==> config.mk <==
export PLATFORM = sky130hd
export DESIGN_NAME = store_queue
export DESIGN_NICKNAME = d
export VERILOG_FILES = /design/src/rtl/store_queue.sv
export SDC_FILE = /design/constraint.sdc
export NUM_CORES = 1
export LEC_CHECK = 0
export ABC_AREA = 0
export CAP_MARGIN = 20
export CORE_UTILIZATION = 59
export DETAILED_ROUTE_END_ITERATION = 8
export GPL_ROUTABILITY_DRIVEN = 0
export GPL_TIMING_DRIVEN = 1
export PLACE_DENSITY = 0.9
export SLEW_MARGIN = 40
export SYNTH_ARGS = -nofsm -noshare
export SYNTH_HDL_FRONTEND = slang
export SYNTH_SLANG_ARGS = --single-unit
export TNS_END_PERCENT = 5
==> constraint.sdc <==
create_clock -name clk -period 7.2 [get_ports clk]
set_input_delay 1.8 -clock clk [delete_from_list [all_inputs] [get_ports clk]]
set_output_delay 1.8 -clock clk [all_outputs]
set_load 0.05 [all_outputs]
==> src/rtl/store_queue.sv <==
`default_nettype none
// ============================================================================
// Module   : store_queue
// Purpose  : Aligns store requests to byte lanes, buffers them in a FIFO and
//            drains them one at a time over an addr_ok/data_ok write bus.
// Revision : 1.0  initial release
// ============================================================================
module store_queue #(
    parameter int DEPTH = 4
) (
    input  logic        clk,
    input  logic        reset,
    input  logic        in_valid,
    output logic        in_ready,
    input  logic [31:0] in_addr,
    input  logic [2:0]  in_msize,
    input  logic [31:0] in_data,
    output logic        misalign,
    output logic        empty,
    input  logic [31:0] chk_addr,
    output logic        conflict,
    output logic        req_valid,
    output logic [31:0] req_addr,
    output logic [2:0]  req_size,
    output logic [3:0]  req_strobe,
    output logic [31:0] req_data,
    input  logic        addr_ok,
    input  logic        data_ok
);

    localparam int         AW      = (DEPTH > 1) ? $clog2(DEPTH) : 1;
    localparam logic [AW:0] C_DEPTH = (AW+1)'(DEPTH);

    typedef enum logic [1:0] {
        S_IDLE = 2'd0,
        S_REQ  = 2'd1,
        S_WAIT = 2'd2
    } state_t;

    state_t          r_state;
    state_t          w_next;
    logic [AW-1:0]   r_head;
    logic [AW-1:0]   r_tail;
    logic [AW:0]     r_count;

    logic [31:0]     r_addr   [DEPTH];
    logic [2:0]      r_size   [DEPTH];
    logic [3:0]      r_strobe [DEPTH];
    logic [31:0]     r_data   [DEPTH];

    logic            w_bad;
    logic [3:0]      w_strobe;
    logic [31:0]     w_wdata;
    logic            w_push;
    logic            w_pop;
    logic            w_remain;

    // Lane alignment; invalid size codes fall through to the default and are misaligned.
    always_comb begin
        w_bad    = 1'b1;
        w_strobe = 4'b0000;
        w_wdata  = in_data;
        case (in_msize)
            3'd0: begin
                w_bad    = 1'b0;
                w_strobe = 4'b0001 << in_addr[1:0];
                w_wdata  = {4{in_data[7:0]}};
            end
            3'd1: begin
                w_bad    = in_addr[0];
                w_strobe = 4'b0011 << in_addr[1:0];
                w_wdata  = {2{in_data[15:0]}};
            end
            3'd2: begin
                w_bad    = (in_addr[1:0] != 2'b00);
                w_strobe = 4'b1111;
            end
            default: ;
        endcase
    end

    assign misalign = in_valid && w_bad;
    assign in_ready = (r_count != C_DEPTH);
    assign empty    = (r_count == '0);
    assign w_push   = in_valid && in_ready && !w_bad;
    // Entries left after a pop, counting a push landing in the same cycle.
    assign w_remain = (r_count > (AW+1)'(1)) || w_push;

    always_comb begin
        w_next = r_state;
        w_pop  = 1'b0;
        case (r_state)
            S_IDLE: begin
                if (!empty || w_push) w_next = S_REQ;
            end
            S_REQ: begin
                if (addr_ok) begin
                    if (data_ok) begin
                        w_pop  = 1'b1;
                        w_next = w_remain ? S_REQ : S_IDLE;
                    end else begin
                        w_next = S_WAIT;
                    end
                end
            end
            S_WAIT: begin
                if (data_ok) begin
                    w_pop  = 1'b1;
                    w_next = w_remain ? S_REQ : S_IDLE;
                end
            end
            default: w_next = S_IDLE;
        endcase
    end

    always_ff @(posedge clk) begin
        if (reset) begin
            r_state <= S_IDLE;
            r_head  <= '0;
            r_tail  <= '0;
            r_count <= '0;
        end else begin
            r_state <= w_next;
            if (w_push) r_tail <= r_tail + 1'b1;
            if (w_pop)  r_head <= r_head + 1'b1;
            case ({w_push, w_pop})
                2'b10:   r_count <= r_count + 1'b1;
                2'b01:   r_count <= r_count - 1'b1;
                default: r_count <= r_count;
            endcase
        end
    end

    always_ff @(posedge clk) begin
        if (w_push) begin
            r_addr[r_tail]   <= in_addr;
            r_size[r_tail]   <= in_msize;
            r_strobe[r_tail] <= w_strobe;
            r_data[r_tail]   <= w_wdata;
        end
    end

    assign req_valid  = (r_state == S_REQ);
    assign req_addr   = {r_addr[r_head][31:2], 2'b00};
    assign req_size   = r_size[r_head];
    assign req_strobe = r_strobe[r_head];
    assign req_data   = r_data[r_head];

    // A slot is live when its distance from head is below count.
    always_comb begin : conflict_scan
        logic [AW-1:0] off;
        conflict = 1'b0;
        off      = '0;
        for (int i = 0; i < DEPTH; i++) begin
            off = AW'(i) - r_head;
            if (({1'b0, off} < r_count) && (r_addr[i][31:2] == chk_addr[31:2]))
                conflict = 1'b1;
        end
    end

endmodule
`default_nettype wire

==> results by group <==
Placement
  • Setup WS pre-CTS: 0.7799 ns
  • Placed cell count: 1,114
  • DP Wirelength: 18,570 um
  • Port Buf Inserts: 175

Setup path
  • CP max FO: 4
  • Crit path capture type: output pin
  • Crit path max-delay family: buffers and inverters
  • Crit-path slowest cell: clkdlybuf4s50_1
  • CP Class: in -> out
  • Worst-path cell chain: clkdlybuf4s50_1, xor2_1, nor4_1, nand4_1, a2111oi_0, or4_1, clkdlybuf4s50_1
  • Cell mode on critical path: clkdlybuf4s50_1
  • Critical Path Source Type: input pin
  • Reg-to-Reg Start: r_count[0]
  • Worst path required time: 5.40 ns
  • FF-to-FF setup slack: 4.24 ns
  • Reg-to-Reg End: r_addr[1][4]
  • Crit path buffers/inverters: 2
  • Crit path largest cell delay: 0.80 ns
  • Critical path data arrival time: 4.73 ns
  • R2R cell count: 5

Timing
  • Worst-Margin Slew: 0.8203 ns
  • Slew margin rel.: 45.31%
  • Max-slew violation count: 0
  • Fin crit period: 6.532 ns
  • Final period util: 90.72%
  • Final setup vio count: 0
  • Worst hold margin: 0.5084 ns
  • Final Hold Fails: 0
  • FMAX: 153.1 MHz
  • Skew final: 0.01108 ns
  • Fin Setup TNS: 0 ns
  • Final worst slack: 0.6681 ns
  • RSZ-0062 raised after global routing: false

Floorplan
  • DIE HEIGHT: 147.7 um
  • Core area: 0.02049 mm^2
  • Die Width: 147.7 um
  • Die area: 0.02181 mm^2
  • I/O pin total: 180
  • Std cell rows: 52
  • Initial Utilization: 61.11%

Worst hold path
  • Hold crit path type: reg -> reg
  • Hold path startpoint: r_state[0]
  • Hold Path Depth: 2
  • WHS Endpoint: r_state[0]

Synthesis
  • Simple-gate share of the synthesized area: 3.497%
  • Post-synthesis xor/xnor area fraction: 8.812%
  • Syn Inst Count: 684
  • Synth unique cells: 38
  • Sequential share of the synthesized area: 67.94%
  • Yosys warns: 0
  • Synth Area per Inst: 18.31 um^2
  • Post-Synth Adder-Cell Area: 1.698%
  • Largest family of logic cells by synthesized area: multiplexers
  • Flops & latches, synth: 287
  • Post-synthesis mux area share: 14.73%
  • Mapped Area: 0.01252 mm^2
  • Compound-Gate Fraction of Synth Area: 1.898%

Detailed routing
  • Post-Route WL: 27,710 um
  • First drt pass iteration count: 5
  • Total number of vias: 6,940
  • Vias/cell: 5.952
  • Initial DRC Count: 561
  • Drt wl/cell: 23.77 um
  • DRT antenna net count: 0
  • DRC: 0

Clocking
  • Max Root-Sink Buffers: 3
  • CTS Buf Count: 28
  • Hold_buf cts: 0
  • PostCTS Resize Cnt: 0
  • Root buffer cell: clkbuf_16
  • Clock Pin Slew Worst Setup and Hold Paths: 0.06 ns
  • Clock latency on the worst-skew pair: 0.54 ns
  • TritonCTS Sinks: 287
  • CTS H-tree lvls: 1
  • CTS tree: built
  • Postcts setup bufs: 0

Finish
  • Layout net count: 995
  • Non-filler instance count after layout: 1,166
  • Layout cells sized above 1: 15.75%
  • P&R area growth vs syn: 23.52%

Global routing
  • Grt ovf: 0
  • First-pass GRT wire length: 41,450 um
  • Largest net degree at the start of global routing: 51
  • Global Route Usage Sum: 25.94%
  • Initial antenna violation count: 1
  • Vias in the first global route: 7,228

Flow run
  • Max Cap Violations: 0

Power and ir drop
  • Pwr Total: 3.693 mW
  • Lkg Pwr: 5.004 nW
  • Pwr Density: 238.7 mW/mm^2
  • Peak supply drop: 241.1 uV

Run status
  • Outcome: finished clean
-- worst reg2reg max path: stages, from the launching register on --
cell and delay (ns):
dfxtp_1 0.46, inv_1 0.13, ha_1 0.27, a21oi_1 0.52, and2_4 0.76, buf_4 0.49
-- layer usage --
layer	up-vias	global-route usage, %	wire (um)
li1	3086	-	-
met1	3491	33.55	10610
met2	310	43.75	13910
met3	53	5.926	2279
met4	0	8.608	902
met5	-	0	0
-- cells in the final DEF (no fill, tap or decap), types with 2 or more instances in the layout --
master / instances
edfxtp_1: 276
clkdlybuf4s50_1: 175
xor2_1: 98
mux4_2: 69
clkbuf_16: 29
xnor2_1: 28
nor4_1: 22
a21oi_1: 21
nor2_1: 21
ha_1: 17
mux2_2: 16
inv_1: 14
mux2i_1: 11
nand4_1: 10
clkbuf_1: 10
dfxtp_1: 9
buf_4: 8
nand3_1: 5
clkinv_1: 5
nand2_1: 4
a211oi_1: 4
and2_4: 4
a2111oi_0: 4
nor3_1: 3
clkbuf_8: 3
clkinv_2: 3
o21ai_0: 2
nand2b_1: 2
nor2b_1: 2
or3_1: 2
o21a_1: 2
or4_1: 2
dfxtp_4: 2
conb_1: 2
-- power breakdown --
group	switching [mW]	internal, mW	total, mW
Combinational	0.254	0.183	0.437
Sequential	0.0172	1.86	1.88
Clock	0.578	0.802	1.38
Total	0.849	2.84	3.69
-- flip-flops by register name, indices dropped and copies added (netlist names), named ones only --
name / count
r_addr: 120
r_count: 3
r_data: 128
r_head: 2
r_size: 12
r_state: 2
r_strobe: 16
r_tail: 2
-- worst max-delay path by stage --
stage / startpoint / end / slack (ns) / cells past startpoint
after floorplan: chk_addr[27] / conflict / 2.35 / 5
after global placement: chk_addr[11] / conflict / 0.82 / 7
after detailed placement: chk_addr[15] / conflict / 0.78 / 7
after CTS: chk_addr[15] / conflict / 0.78 / 7
after global routing: chk_addr[15] / conflict / 0.56 / 7
final: chk_addr[15] / conflict / 0.67 / 7
-- metrics by stage --
| stage | utilization [%] | area, um^2 |
|---|---|---|
| floorplan | - | 12530 |
| global placement | 71.10 | 14570 |
| detailed placement | 71.23 | 14600 |
| CTS | 75.46 | 15470 |
| global route | 75.46 | 15470 |
| finish | 75.48 | 15470 |
-- area by class of cell --
class | count | area [um^2]
Clock inverter | 9 | 63.81
Antenna cell | 1 | 2.502
Inverter | 14 | 52.55
Fill cell | 1165 | 5026
Clock buffer | 42 | 804.5
Timing Repair Buffer | 184 | 1832
Multi-Input combinational cell | 359 | 3860
Sequential cell | 287 | 8516
Tap cell | 270 | 337.8
-- cell usage after synthesis, drive strengths merged --
library cell    n  area [um^2]
xor2           98        858.3
xnor2          28        245.2
mux2i          11        110.1
and2            4        25.02
o22ai           1        6.260
nor2b           2        12.51
nor4           22        137.6
a211oi          4        30.03
nor3            5        35.03
nand4          10        62.56
mux2           16        180.2
a31o            1        8.760
ha             17        212.7
o211a           1        10.01
edfxtp        276         8288
buf            15        85.07
nand2           4        15.01
dfxtp          11        220.2
a2111oi         4        35.03
nand3           5        25.02
or2             1        6.260
or3             2        12.51
mux4           69         1554
nor2           21        78.83
o21ai           3        18.77
clkbuf         10        37.54
conb            1        3.750
inv            14        52.55
or4             2        15.01
nand2b          2        12.51
a21oi          22        113.9
o21a            2        15.01
-- cells by family (layout without fill, tap and decap cells) --
logic type      count (synthesis)  in the layout
flops                         287            287
fa+ha+maj                      17             17
buf+inv                        39            249
xor+xnor                      126            126
other cells                     1              3
compound gates                 38             38
mux                            96             96
simple gates                   80             80
Note: power is estimated with default switching activity, not from simulation.
==> RTL change, RTL diff (same settings) <==
`DEPTH`: 4 -> 8.
--- a/src/rtl/store_queue.sv
+++ b/src/rtl/store_queue.sv
@@ -7,5 +7,5 @@
 // ============================================================================
 module store_queue #(
-    parameter int DEPTH = 4
+    parameter int DEPTH = 8
 ) (
     input  logic        clk,
Formal check against the unedited RTL: not equivalent (Yosys sat finds a counterexample within 10 cycles, from zero or initial values and one cycle with reset high).
==> RTL change against the original RTL <==
Area after synthesis up 100%; highest routed layer is now met5; final area up 90%; sequential cell count up 280; setup slack better by 0.11 ns; routed wire length up 140%; sequential power up 95%; maximum frequency up 1.7%; power up 95%; largest cell class unchanged.
==> RTL change: results (changes against the original RTL) <==
\begin{tabular}{lr}
\hline
Metric & Value \\
\hline
\multicolumn{2}{l}{\textbf{Clock network}} \\
\quad Level count of the clock H-tree & 2 (+1) \\
\quad Clock network latency to the later pin of the worst-skew pair & 0.63 ns (+0.09 ns) \\
\quad Clock buffers created by TritonCTS & 55 (+96\%) \\
\multicolumn{2}{l}{\textbf{Critical path}} \\
\quad Maximum fanout encountered on the critical timing path & 8 (+4) \\
\multicolumn{2}{l}{\textbf{Timing}} \\
\quad Worst Tran Pin Value & 0.822 ns (+0.00218 ns) \\
\multicolumn{2}{l}{\textbf{Synth}} \\
\quad Area fraction in compound gates after synthesis & 1.27\% (-0.62 points) \\
\quad List of most frequent post-synthesis cells & 552 x sky130\_fd\_sc\_hd\_\_edfxtp\_1, 147 x sky130\_fd\_sc\_hd\_\_xnor2\_1, 138 x sky130\_fd\_sc\_hd\_\_mux4\_2, 102 x sky130\_fd\_sc\_hd\_\_xor2\_1, 85 x sky130\_fd\_sc\_hd\_\_mux2\_2 \\
\quad Count of flip-flops with a built-in enable after synthesis & 552 (+100\%) \\
\quad Adder and majority gate portion of the synthesized area & 1.19\% (-0.51 points) \\
\quad Synth cell types & 49 (+29\%) \\
\quad Share of synthesized area spent on multiplexers & 16.5\% (+1.8 points) \\
\multicolumn{2}{l}{\textbf{Power and ir drop}} \\
\quad Maximum vdd drop & 225 uV (-6.5\%) \\
\quad Total leakage power & 9.13 nW (+82\%) \\
\quad Internal power & 0.00553 W (+94\%) \\
\multicolumn{2}{l}{\textbf{Cells and area}} \\
\quad Total of fill cells in the finished design & 2502 (+110\%) \\
\quad Fraction of final layout cells with drive strength greater than 1 & 22.7\% (+7.0 points) \\
\quad Largest registers & r\_data: 256 flops, r\_addr: 240 flops, r\_strobe: 32 flops \\
\multicolumn{2}{l}{\textbf{Status}} \\
\quad Status & finished, final reports clean \\
\multicolumn{2}{l}{\textbf{Place}} \\
\quad Post-DP Area & 0.0276 mm\^{}2 (+89\%) \\
\quad Half-perimeter wire length after placement & 40.7 mm (+120\%) \\
\multicolumn{2}{l}{\textbf{Global routing}} \\
\quad Number of antenna violations at the first check in global routing & 2 (+1) \\
\quad Global-route wire length before repair & 95.0 mm (+130\%) \\
\multicolumn{2}{l}{\textbf{Drt}} \\
\quad Number of violations reported at the end of detailed-routing iteration 0 & 1853 (+230\%) \\
\quad Wire length per cell after detailed routing & 30.6 um (+29\%) \\
\quad Vias after detailed routing & 14100 (+100\%) \\
\hline
\end{tabular}
==> RTL change: worst max-delay path, delay by kind of cell <==
kind,cells,cell delay (ns)
AOI/OAI and AO/OA,1,0.16
xor gates and xnor gates,1,0.21
buffers and inverters,2,1.04
and+or+nand+nor,4,1.39
==> RTL change: final cells by class <==
class	instances	share of cell area [%]
Sequential cell	567	57.4
Multi-Input combinational cell	701	26.7
Timing Repair Buffer	202	7.27
Clock buffer	60	4.81
Tap cell	539	2.29
Clock inverter	41	1.25
Inverter	18	0.230
Antenna cell	4	0.0340
==> RTL change: stage by stage <==
stage	setup TNS, ns	instances	hold WS, ns	total power [W]	utilization (%)
floorplan	-44.16	1365	0.470	0.00416	-
global placement	0	2022	0.481	0.00437	65.4
detailed placement	0	2026	0.515	0.00440	65.7
CTS	0	2127	0.523	0.00722	69.9
global route	0	2128	0.535	0.00737	70.0
finish	0	2132	0.525	0.00720	70.0
==> RTL change: final timing paths <==
path          startpoint             end  slack [ns]  cells after the start
max          chk_addr[4]        conflict        0.78                      8
min           r_state[0]      r_state[0]        0.53                      2
max reg2reg   r_count[0]  r_strobe[3][2]        3.50                      7
min reg2reg   r_state[0]      r_state[0]        0.53                      2
==> RTL change: kinds of logic (layout without fill, tap and decap cells) <==
kind of cell	count (synthesis)	after routing
xor gates and xnor gates	250	250
adders and majority gates	24	24
AOI/OAI and AO/OA	50	50
and+or+nand+nor	142	142
DFF	567	567
buffers and inverters	97	321
other	1	6
muxes	233	233
==> RTL change: power by group through the flow <==
stage / Sequential [W] / Clock (W) / Combinational [W]
6_report: 0.00367 / 0.00286 / 0.000668
5_1_grt: 0.00367 / 0.00300 / 0.000697
4_1_cts: 0.00367 / 0.00288 / 0.000662
3_5_place_dp: 0.00374 / 0 / 0.000652
3_3_place_gp: 0.00375 / 0 / 0.000626
2_1_floorplan: 0.00374 / 0 / 0.000428
==> RTL change: layer usage <==
metal | global-route usage, % | part of all wire, %
met1 | 38.4 | 35
met4 | 11.3 | 4.4
met5 | 0 | 0.014
met3 | 6.85 | 11
met2 | 51.3 | 50
